$ cat src/rtl/uart_cmd_decoder_if.sv
// uart_cmd_decoder_if: rx byte stream in, tx handshake and command outputs between decoder and UART
interface uart_cmd_decoder_if;
  logic [7:0] rx_data;
  logic       rx_done;
  logic       tx_busy;
  logic       tx_start;
  logic [7:0] tx_data;
  logic [3:0] o_btn_ctl;
  logic       o_watch_rst;
  logic [1:0] o_mode;
  logic       o_cmd_err;
  logic       o_ovf;
  modport master (
    output rx_data, rx_done, tx_busy,
    input  tx_start, tx_data, o_btn_ctl, o_watch_rst, o_mode, o_cmd_err, o_ovf
  );
  modport slave (
    input  rx_data, rx_done, tx_busy,
    output tx_start, tx_data, o_btn_ctl, o_watch_rst, o_mode, o_cmd_err, o_ovf
  );
endinterface

$ cat src/rtl/uart_cmd_decoder.sv
// uart_cmd_decoder: ASCII command decode to control pulses, mode register and echo FIFO feeding the UART tx
module uart_cmd_decoder #(
  parameter int         FIFO_DEPTH = 4,
  parameter bit         ECHO_EN    = 1'b1,
  parameter logic [7:0] ERR_CHAR   = 8'h3F
) (
  input logic clk,
  input logic rst,
  uart_cmd_decoder_if.slave bus
);
  localparam int AW = $clog2(FIFO_DEPTH);
  localparam logic [1:0] IDLE = 2'd0, START = 2'd1, WAIT_BUSY = 2'd2, WAIT_DONE = 2'd3;
  logic [1:0]  state_q, state_d;
  logic [3:0]  btn_ctl_q, btn_ctl_d;
  logic        watch_rst_q, watch_rst_d, cmd_err_q, cmd_err_d, ovf_q, ovf_d;
  logic [1:0]  mode_q, mode_d;
  logic [7:0]  tx_data_q, tx_data_d;
  logic [AW:0] wr_ptr_q, wr_ptr_d, rd_ptr_q, rd_ptr_d;
  logic [7:0]  mem [FIFO_DEPTH];
  logic [7:0]  up, echo;
  logic [3:0]  btn;
  logic        wr_cmd, mode_cmd, known, full, empty, push_req, push, pop;
  always_comb begin
    up          = (bus.rx_data >= 8'h61 && bus.rx_data <= 8'h7A) ? bus.rx_data - 8'h20 : bus.rx_data;
    btn         = {up == 8'h48, up == 8'h4D, up == 8'h53, up == 8'h43};
    wr_cmd      = up == 8'h52;
    mode_cmd    = up inside {8'h30, 8'h31, 8'h32};
    known       = |btn | wr_cmd | mode_cmd;
    echo        = known ? bus.rx_data : ERR_CHAR;
    btn_ctl_d   = bus.rx_done ? btn : 4'h0;
    watch_rst_d = bus.rx_done & wr_cmd;
    cmd_err_d   = bus.rx_done & ~known;
    mode_d      = (bus.rx_done & mode_cmd) ? up[1:0] : mode_q;
    empty       = wr_ptr_q == rd_ptr_q;
    full        = (wr_ptr_q ^ rd_ptr_q) == {1'b1, {AW{1'b0}}};
    pop         = state_q == IDLE && !empty;
    // a full FIFO still accepts when the head leaves in the same cycle
    push_req    = ECHO_EN && bus.rx_done;
    push        = push_req && (!full || pop);
    ovf_d       = push_req && !push;
    wr_ptr_d    = wr_ptr_q + (AW + 1)'(push);
    rd_ptr_d    = rd_ptr_q + (AW + 1)'(pop);
    tx_data_d   = pop ? mem[rd_ptr_q[AW-1:0]] : tx_data_q;
    state_d     = state_q == IDLE      ? (empty ? IDLE : START) :
                  state_q == START     ? WAIT_BUSY :
                  state_q == WAIT_BUSY ? (bus.tx_busy ? WAIT_DONE : WAIT_BUSY) :
                                         (bus.tx_busy ? WAIT_DONE : IDLE);
  end
  always_ff @(posedge clk or posedge rst) begin
    if (rst) begin
      state_q     <= IDLE;
      btn_ctl_q   <= '0;
      watch_rst_q <= 1'b0;
      cmd_err_q   <= 1'b0;
      ovf_q       <= 1'b0;
      mode_q      <= 2'b00;
      tx_data_q   <= '0;
      wr_ptr_q    <= '0;
      rd_ptr_q    <= '0;
    end else begin
      state_q     <= state_d;
      btn_ctl_q   <= btn_ctl_d;
      watch_rst_q <= watch_rst_d;
      cmd_err_q   <= cmd_err_d;
      ovf_q       <= ovf_d;
      mode_q      <= mode_d;
      tx_data_q   <= tx_data_d;
      wr_ptr_q    <= wr_ptr_d;
      rd_ptr_q    <= rd_ptr_d;
    end
  end
  always_ff @(posedge clk) begin
    if (push) mem[wr_ptr_q[AW-1:0]] <= echo;
  end
  assign bus.tx_start    = state_q == START;
  assign bus.tx_data     = tx_data_q;
  assign bus.o_btn_ctl   = btn_ctl_q;
  assign bus.o_watch_rst = watch_rst_q;
  assign bus.o_mode      = mode_q;
  assign bus.o_cmd_err   = cmd_err_q;
  assign bus.o_ovf       = ovf_q;
endmodule
$ cat src/flat_wrapper.sv
// flat-port wrapper written by rule: the top's interface ports become plain ports
module uart_cmd_decoder_flat 
#(
  parameter int         FIFO_DEPTH = 4,
  parameter bit         ECHO_EN    = 1'b1,
  parameter logic [7:0] ERR_CHAR   = 8'h3F
)
  (clk, rst, bus_rx_data, bus_rx_done, bus_tx_busy, bus_tx_start, bus_tx_data, bus_o_btn_ctl, bus_o_watch_rst, bus_o_mode, bus_o_cmd_err, bus_o_ovf);
  uart_cmd_decoder_if bus_i ();
  input logic clk;
  input logic rst;
  input wire logic [$bits(bus_i.rx_data)-1:0] bus_rx_data;
  input wire logic [$bits(bus_i.rx_done)-1:0] bus_rx_done;
  input wire logic [$bits(bus_i.tx_busy)-1:0] bus_tx_busy;
  output wire logic [$bits(bus_i.tx_start)-1:0] bus_tx_start;
  output wire logic [$bits(bus_i.tx_data)-1:0] bus_tx_data;
  output wire logic [$bits(bus_i.o_btn_ctl)-1:0] bus_o_btn_ctl;
  output wire logic [$bits(bus_i.o_watch_rst)-1:0] bus_o_watch_rst;
  output wire logic [$bits(bus_i.o_mode)-1:0] bus_o_mode;
  output wire logic [$bits(bus_i.o_cmd_err)-1:0] bus_o_cmd_err;
  output wire logic [$bits(bus_i.o_ovf)-1:0] bus_o_ovf;
  assign bus_i.rx_data = bus_rx_data;
  assign bus_i.rx_done = bus_rx_done;
  assign bus_i.tx_busy = bus_tx_busy;
  assign bus_tx_start = bus_i.tx_start;
  assign bus_tx_data = bus_i.tx_data;
  assign bus_o_btn_ctl = bus_i.o_btn_ctl;
  assign bus_o_watch_rst = bus_i.o_watch_rst;
  assign bus_o_mode = bus_i.o_mode;
  assign bus_o_cmd_err = bus_i.o_cmd_err;
  assign bus_o_ovf = bus_i.o_ovf;
  uart_cmd_decoder #(.FIFO_DEPTH(FIFO_DEPTH), .ECHO_EN(ECHO_EN), .ERR_CHAR(ERR_CHAR)) u_core (.clk(clk), .rst(rst), .bus(bus_i));
endmodule
$ cat config.mk
export PLATFORM = sky130hd
export DESIGN_NAME = uart_cmd_decoder_flat
export DESIGN_NICKNAME = d
export VERILOG_FILES = /design/src/rtl/uart_cmd_decoder_if.sv /design/src/rtl/uart_cmd_decoder.sv /design/src/flat_wrapper.sv
export SDC_FILE = /design/constraint.sdc
export NUM_CORES = 1
export LEC_CHECK = 0
export ABC_AREA = 1
export CORE_MARGIN = 8
export CORE_UTILIZATION = 59
export DETAILED_ROUTE_END_ITERATION = 12
export PLACE_DENSITY_LB_ADDON = 0.08
export SYNTH_ARGS = -nofsm -noshare
export SYNTH_HDL_FRONTEND = slang
export SYNTH_SLANG_ARGS = --single-unit
$ cat constraint.sdc
create_clock -name clk -period 4.34 [get_ports clk]
set_input_delay 0.868 -clock clk [delete_from_list [all_inputs] [get_ports clk]]
set_output_delay 0.868 -clock clk [all_outputs]
set_load 0.01 [all_outputs]
# ---- Yosys cells after proc, flatten, opt, wreduce, memory -nomap -nowiden
# Memory sizes are Yosys's and may differ from the RTL's. A register that Yosys moved wholly into a read port is not among the register bits.
# Index checks and enable logic that the tools add are counted.
dict set report totals {
  mem_bits_rw 32
  out_inout_bits 18
  ff_bits 17
  n_memories 1
  elab_cells 55
  in_bits 12
}
# name words width read_ports rd_ports_with_merged_regs wr line_no
set memory_table {}
lappend memory_table {u_core.mem 4 8 1 1 1 uart_cmd_decoder.sv:19} ;# logic [7:0] mem [FIFO_DEPTH];
dict set report classes {
  bitwise_logic 7
  mux 11
  order_cmp 2
  reduce_logical 11
  n_eq_ne 12
  n_addsub 3
}
# cell n
set op_table {}
lappend op_table {{8-bit by 7-bit equality test with 1-bit output, second input constant} 5}
lappend op_table {{8-bit by 6-bit equality test with 1-bit output, second input constant} 3}
lappend op_table {{8-bit two-way mux} 2}
lappend op_table {{8-bit by 7-bit >= comparator with 1-bit output, second input constant} 1}
lappend op_table {{8-bit by 7-bit <= comparator with 1-bit output, second input constant} 1}
lappend op_table {{2-bit two-way mux} 4}
lappend op_table {{8-bit by 6-bit subtractor with 8-bit output, second input constant} 1}
lappend op_table {{3-bit by 1-bit adder with 3-bit output} 2}
lappend op_table {{1-bit logical AND} 4}
lappend op_table {{1-bit two-way mux} 4}
lappend op_table {{4-bit two-way mux} 1}
lappend op_table {{4-bit OR reduction} 1}
lappend op_table {{1-bit AND} 3}
lappend op_table {{3-bit equality test} 1}
lappend op_table {{3-bit equality test, second input constant} 1}
lappend op_table {{1-bit zero test} 3}
lappend op_table {{3-bit nonzero test} 1}
lappend op_table {{3-bit XOR} 1}
lappend op_table {{2-bit by 1-bit equality test with 1-bit output, second input constant} 1}
lappend op_table {{2-bit equality test, second input constant} 1}
lappend op_table {{2-bit zero test} 1}
lappend op_table {{1-bit OR} 2}
lappend op_table {{1-bit logical OR} 1}
lappend op_table {{1-bit inverter} 1}

# ---- Longest topological paths before layout
# Gate-level depths: netlist of run 1.
dict set report depth {
  ltp_word 9
  ltp_mapped 12
  mapped_depth_nobuf 12
}

# ---- Worst setup path before layout of run 1
# Ideal clock, no wire load.
dict set report synth_path {
  path_kind {input port to flip-flop}
  start {in bus_rx_data[5]}
  end {mem u_core.mem[0][0] (data pin)}
  path_buffers 0
  required_time_ps 4073
  setup_slack_ps 2215
  arrival_time_ps 1858
  setup_time_ps 267
  path_stages 12
  cell_sequence {inv_2 ha_1 inv_1 nand2_1 nand2_1 nand4_1 nand2_4 nand3_1 nor2_1 nor2_2 nand3_2 nand2_1}
}
dict set report synth_between {
  elab_chain_cells 8
  elab_cells_between_ends 18
  cone_classes {1 x add/sub; 2 x order compare; 8 x eq/ne; 2 x mux; 2 x bitwise; 3 x reduce/logical}
}
# item line_no
set synth_rtl {}
lappend synth_rtl {{start: declaration} flat_wrapper.sv:12} ;# input wire logic [$bits(bus_i.rx_data)-1:0] bus_rx_data;
lappend synth_rtl {{8-bit by 7-bit >= comparator with 1-bit output or 8-bit by 7-bit <= comparator with 1-bit output (tied branches)} uart_cmd_decoder.sv:24} ;# up = (bus.rx_data >= 8'h61 && bus.rx_data <= 8'h7A) ? bus.rx_data - 8'h20 : bus.rx_data;
lappend synth_rtl {{1-bit logical AND} uart_cmd_decoder.sv:24}
lappend synth_rtl {{8-bit two-way mux (*)} uart_cmd_decoder.sv:24}
lappend synth_rtl {{8-bit by 7-bit equality test with 1-bit output} uart_cmd_decoder.sv:25} ;# btn = {up == 8'h48, up == 8'h4D, up == 8'h53, up == 8'h43};
lappend synth_rtl {{4-bit OR reduction} uart_cmd_decoder.sv:28} ;# known = |btn | wr_cmd | mode_cmd;
lappend synth_rtl {{1-bit OR} uart_cmd_decoder.sv:28}
lappend synth_rtl {{1-bit OR (*)} uart_cmd_decoder.sv:28}
lappend synth_rtl {{8-bit two-way mux (*)} uart_cmd_decoder.sv:29} ;# echo = known ? bus.rx_data : ERR_CHAR;
lappend synth_rtl {{named net u_core.echo[0]} uart_cmd_decoder.sv:20} ;# logic [7:0] up, echo;
lappend synth_rtl {{end: declaration} uart_cmd_decoder.sv:19}
# Mark *: on every way through the listed nets, which the timed path passes. The rest lies on a longest branch.

# ---- Worst setup path in the final report of run 1
dict set report layout_path {
  start {in bus_rx_data[6]}
  end {mem u_core.mem[1][4] (data pin)}
}
# The elaborated chain is that of the path after synthesis.

==> out/summary.txt, run 1 <==
Dpl ws = 1430 ps
Clk pwr share = 27.5%
Clock buffer count from CTS = 9
Bufs on Longest Clock Path = 2
Synthesis Warnings = 0
Post-Syn Instances = 241
Internal = 1.25 mW
RSZ-0062 raised after global routing = no
Via Count = 1759
Starting density of the core = 61.6%
Switching Share = 33.1%
Ys async rst share = 43.9%
Max Fanout on Critical Path = 6
Synth Area in Compound Gates = 7.01%
Die footprint = 0.00654 mm^2
Per-cell routed wire length = 14.6 um
Post-CTS setup buffers = 0
Number of synthesized flops with an enable pin = 32
CTS resizes = 0
Final Hold Viols = 0
Max_cap viols = 0
Max frequency = 0.387 GHz
R2R setup slack = 2170 ps
Min-delay worst type = reg2reg
# setup viols final = 0
Top Ports = 30
Share of the synthesized area in the top cell type = 38.7%
Tightest Pin Transition = 971 ps
N_diodes = 0
Die height = 80.9 um
Xor and xnor fraction of the mapped netlist area = 1.41%
Htree depth = 3
Synth Register Bits = 57
Main combinational cell family by area after synthesis = simple AND/OR/NAND/NOR gates
NetSw = 616 uW
Max Transition Viols Final = 0
Critical Path RT = 4400 ps
Worst slew margin relative to its limit = 35.2%
Final Core Density = 76.1%
Filler-free cell count of the finished design = 338
GRT Resource Usage Total = 16.9%
Grt ovf = 0
Post-synth top cells = 51 x nor2_1, 32 x edfxtp_1, 30 x nand2_1
Placed insts = 322
DR DRC count = 0
Number of global-route vias before repair = 1793
Mapped cell area = 0.00248 mm^2
FP Rows = 23
Multi-input gate area = 781 um^2
Antenna violations before repair = 0
Maximum vdd drop = 0.293 mV
Sequential element share of the synthesized area = 63.9%
Share of cells above drive strength 1 = 11.8%
Post-layout min period = 2580 ps
Top_reg_cell synth = edfxtp_1
Layout Nets = 300
CP arrival = 2640 ps
Vias per cell = 5.20
Clk root buf = clkbuf_8
Most common cell in the netlist = nor2_1
ANT nets after route = 0
Setup crit start kind = input port
Largest cells by area after synthesis = edfxtp_1 39%, dfrtp_1 25%, nor2_1 7.7%, nand2_1 4.5%, o21ai_0 3.6%
Fin worst setup slack = 1760 ps
Worst Skew = 6.44 ps
CORE AREA = 0.00403 mm^2
Crit path buf inv count = 3
Largest net degree at the start of global routing = 26
Clock Pin Slew Worst Setup and Hold Paths = 60 ps
Delay of the slowest cell on the worst path = 520 ps
Hold-fix buffers, CTS = 0
Hpwl dp = 3450 um
Detailed Route WL = 4930 um
Leakage = 1.26 nW
Setup_tns = 0 ps
Post-synthesis mux area share = 0%
Worst setup path class = in2reg
GPL Wtd Cong = 0.912
# fillers = 275
Top cell family by delay on the critical path = simple AND/OR/NAND/NOR gates
CTS tree = yes
Status = complete, no violations
Endpoint class of the critical path = flip-flop
Port buffer count = 29
Register area = 0.00159 mm^2
Tcrit/Tclk final = 59.5%
Syn_area_per_cell = 10.3 um^2
Area leader, netlist = edfxtp_1
Synth Area in Adders = 2.52%
Worst skew pair latency = 330 ps
DR pass1 iterations = 4
Initial DRC count = 126
Post-synthesis simple-gate area fraction = 19.9%
Worst path most repeated cell = nand2_1
Critical Path, Cell by Cell = clkdlybuf4s50_1, inv_1, ha_1, inv_1, nand2_1, nand2_1, nand4_1, nand2_4, nand3_1, nor2_1, nor2_2, nand3_2, nand2_1
Slowest cell on crit path = clkdlybuf4s50_1
Power density over the cells = 607 mW/mm^2
Combinational fraction of design power = 28.5%
First-pass GRT wire length = 8300 um
Syn-to-layout area delta = 23.6%
Sequential group share of total power = 44.0%
Die Wd = 80.9 um
Netlist cell types = 27
Sink Count = 57
-- logic make-up (layout without fill, tap and decap cells) --
group	count (synthesis)	count (layout)
and+or+nand+nor	111	111
DFF	57	57
AOI/OAI and AO/OA	32	32
buffers and inverters	31	75
adders and majority gates	5	5
xor gates and xnor gates	4	4
other	1	4
-- worst register-to-register path, cell delays in order (launching register included) --
cell and delay [ps]:
dfrtp_1 620, inv_2 320, nand2_1 80, a21oi_1 170
nand2_1 70, nand2_1 90, inv_2 130, ha_1 230
ha_1 190, xor2_1 160
-- final cells by class --
class                      count  share of cell area [%]
sequential                    57                    51.8
multi-input combinational    156                    25.5
clock buffer                  13                    6.57
tap                           50                    2.04
timing repair buffer          33                    10.4
clock inverter                 3                   0.531
inverter                      26                    3.18
-- stage by stage --
stage / total power, mW / hold WS, ps / area, um^2
after detailed placement: 1.36 / 482 / 2850
after floorplan: 1.16 / 459 / 2490
after CTS: 1.88 / 493 / 3070
after global placement: 1.34 / 478 / 2850
final: 1.86 / 490 / 3070
after global routing: 1.98 / 517 / 3070
-- routing by layer --
layer  wire length (um)  share of wire, %  vias up  global-route usage (%)
met2               2460                50       48                    27.8
met4                116               2.4        0                    8.57
met1               2080                42      810                    18.9
met3                273               5.5       12                    6.18
li1                   -                 -      889                       -
met5                  0                 0        -                       0
-- flip-flops by register name (all words and copies together) (netlist names) --
name	count
u_core.bus.tx_data	8
u_core.bus.o_cmd_err	1
u_core.bus.o_watch_rst	1
u_core.rd_ptr_q	3
u_core.wr_ptr_q	3
u_core.mem	32
u_core.bus.o_mode	2
u_core.state_q	2
u_core.bus.o_ovf	1
u_core.bus.o_btn_ctl	4
-- cells in the final DEF, fill, tap and decap left out --
cell / count
nor2_1: 51
edfxtp_1: 32
nand2_1: 30
clkdlybuf4s50_1: 29
dfrtp_1: 25
inv_1: 23
o21ai_0: 18
clkbuf_8: 11
nor3_1: 9
a31oi_1: 8
nand3_1: 5
ha_1: 5
nor2_2: 4
nand3_2: 4
buf_4: 4
conb_1: 4
nand4_1: 3
inv_2: 3
xor2_1: 3
a21oi_1: 3
nand2_2: 2
o21ai_1: 2
nor4_1: 2
clkinv_2: 2
clkbuf_16: 2
nand2_4: 1
xnor2_1: 1
o2111ai_1: 1
inv_4: 1
-- power groups by stage --
stage / logic (mW) / clock network, mW / registers (mW)
2_1_floorplan: 0.360 / 0 / 0.796
3_3_place_gp: 0.514 / 0 / 0.825
3_5_place_dp: 0.530 / 0 / 0.830
4_1_cts: 0.536 / 0.520 / 0.821
5_1_grt: 0.596 / 0.547 / 0.840
6_report: 0.530 / 0.511 / 0.820
-- path summary, 6_finish.rpt --
kind | from | end | cells after the start
max | bus_rx_data[6] | u_core.mem[1][4] | 13
min | u_core.wr_ptr_q[2] | u_core.wr_ptr_q[2] | 1
max reg2reg | u_core.rd_ptr_q[0] | u_core.rd_ptr_q[2] | 9
min reg2reg | u_core.wr_ptr_q[2] | u_core.wr_ptr_q[2] | 1
max in group asynchronous | rst | u_core.bus.tx_data[0] | 2
min in group asynchronous | rst | u_core.bus.o_btn_ctl[2] | 2
Power figures use the tool's default switching activity.
==> run 2, diff against run 1 <==
CORE_UTILIZATION = 49   (was 59)
clock period = 2.2 ns   (was 4.34 ns; I/O delays follow)
==> out/summary.txt, run 2 (synthesis results as in run 1) <==
Endpoint class of the critical path = flip-flop
Final Cell Area = 0.00332 mm^2 (+8.4%)
CTS tree = yes
Largest net degree at the start of global routing = 26 (unchanged)
Worst setup path class = in2reg
Syn-to-layout area delta = 33.9%
Final Hold Viols = 0 (unchanged)
R2R Path Start = u_core.wr_ptr_q[1]
Top Ports = 30 (unchanged)
Leakage = 1.42 nW (+12%)
Setup crit start kind = input port
Max Transition Viols Final = 0 (unchanged)
Bufs on Longest Clock Path = 2 (unchanged)
Die footprint = 0.00760 mm^2 (+16%)
Port buffer count = 29 (unchanged)
Internal = 2.43 mW (+95%)
Max reg flops = 32 (unchanged)
Detailed Route WL = 5090 um (+3.1%)
ANT nets after route = 0 (unchanged)
Share of cells above drive strength 1 = 22.3% (+10 points)
Hpwl dp = 3680 um (+6.6%)
Worst skew pair latency = 320 ps (about the same)
Htree depth = 3 (unchanged)
GPL Wtd Cong = 0.826 (-9.5%)
Per-cell routed wire length = 13.1 um (-10%)
Status = complete, no violations
Sequential group share of total power = 42.7% (-1.3 points)
Final Core Density = 66.3% (-9.8 points)
FP Rows = 26 (+13%)
First-pass GRT wire length = 8750 um (+5.4%)
NetSw = 1.20 mW (+94%)
Hold-fix buffers, CTS = 0 (unchanged)
Starting density of the core = 49.5% (-12 points)
Layout Nets = 331 (+10%)
Via Count = 1857 (+5.6%)
Crit path buf inv count = 1 (-2)
RSZ-0062 raised after global routing = no
Clk root buf = clkbuf_8
Max_cap viols = 0 (unchanged)
Maximum vdd drop = 0.409 mV (+40%)
# setup viols final = 0 (unchanged)
Power density over the cells = 1090 mW/mm^2 (+79%)
Clk pwr share = 24.1% (-3.4 points)
Placed Area = 0.00310 mm^2 (+8.8%)
Max frequency = 0.495 GHz
Switching Share = 33.0% (-0.049 points)
Hold slack = 473 ps (-17.7 ps)
Commonest non-fill, non-tap cell in the layout = nor2_1
Grt ovf = 0 (unchanged)
Critical Path RT = 2270 ps (-2130 ps)
N_diodes = 0 (unchanged)
DR DRC count = 0 (unchanged)
Tcrit/Tclk final = 91.8%
Combinational fraction of design power = 33.2% (+4.7 points)
Die Wd = 87.2 um (+7.8%)
Delay of the slowest cell on the worst path = 460 ps (-60 ps)
GRT Resource Usage Total = 15.4% (-1.5 points)
R2R setup slack = 500 ps (-1670 ps)
Max Fanout on Critical Path = 5 (-1)
CORE AREA = 0.00501 mm^2 (+24%)
Vias per cell = 4.77 (-8.3%)
DR pass1 iterations = 4 (unchanged)
Number of global-route vias before repair = 1885 (+5.1%)
CP arrival = 2080 ps (-560 ps)
Highest-count cells in the layout ignoring fill and taps = 50 x nor2_1, 35 x buf_4, 32 x edfxtp_1, 27 x clkdlybuf4s50_1
Die height = 87.2 um (+7.8%)
Initial DRC count = 42 (-67%)
Dpl ws = -220 ps (-1660 ps)
Clock Pin Slew Worst Setup and Hold Paths = 60 ps (about the same)
Sink Count = 57 (unchanged)
Clock buffer count from CTS = 9 (unchanged)
Fin worst setup slack = 181 ps (-1580 ps)
Worst reg2reg path depth = 8 (-1)
Critical Path, Cell by Cell = clkdlybuf4s50_1, nor2_1, nand3_1, nand3_2, nand2_1, nand2_1, nand3_1, nor2_2, nor2_2, nand3_4, nand2_2
R2r endpoint = u_core.wr_ptr_q[2]
Top cell family by delay on the critical path = simple AND/OR/NAND/NOR gates
Antenna violations before repair = 0 (unchanged)
Worst Skew = 6.64 ps (+0.201 ps)
Post-layout min period = 2020 ps
Min-delay worst type = in2async
Slowest cell on crit path = clkdlybuf4s50_1
[run 2: final cells by class]
type	count	area [um^2]
fillers	437	1690
flip-flops and latches	57	1590
multi-input cells	156	810
repair buffers	64	558
clock buffers	13	169
inverters	26	97.6
well taps	70	87.6
clock inverters	3	15.0
[run 2: routing by layer]
| metal | GRT usage (%) | wire (um) | part of all wire [%] |
|---|---|---|---|
| met1 | 17.4 | 2250 | 44 |
| met2 | 24.8 | 2500 | 49 |
| met3 | 3.21 | 138 | 2.7 |
| met4 | 12.0 | 197 | 3.9 |
| met5 | 0 | 0 | 0 |
[run 2: timing repair]
action	in CTS	in global routing
setup endpoints to repair	0	20
setup buffers	0	1
hold endpoints to repair	0	0
resized for setup	0	10
[run 2: power groups by stage]
stage	Combinational (mW)	Clock [mW]	Sequential, mW
CTS	1.22	0.898	1.55
finish	1.20	0.872	1.55
floorplan	0.710	0	1.57
detailed placement	1.22	0	1.57
global route	1.39	0.946	1.58
global placement	1.19	0	1.56
[run 2: per-stage QoR]
step                setup TNS [ps]  cells  power [mW]
floorplan                        0    244        2.28
global placement             -4460    372        2.76
detailed placement           -5280    372        2.79
CTS                              0    388        3.67
global route                     0    389        3.91
finish                           0    389        3.62
[run 2: tightest hold or removal path, cell delays in order]
cell and delay, ps:
clkdlybuf4s50_1 390, inv_1 50, buf_4 320
[run 2: worst max-delay path by stage]
stage | to | depth (start not counted) | start
floorplan | u_core.mem[0][0] | 6 | u_core.rd_ptr_q[1]
global placement | u_core.mem[1][2] | 10 | bus_rx_data[0]
detailed placement | u_core.mem[0][4] | 13 | bus_rx_data[5]
CTS | u_core.mem[1][4] | 13 | bus_rx_data[5]
global route | u_core.mem[2][5] | 11 | bus_rx_data[0]
finish | u_core.mem[0][2] | 11 | bus_rx_data[0]
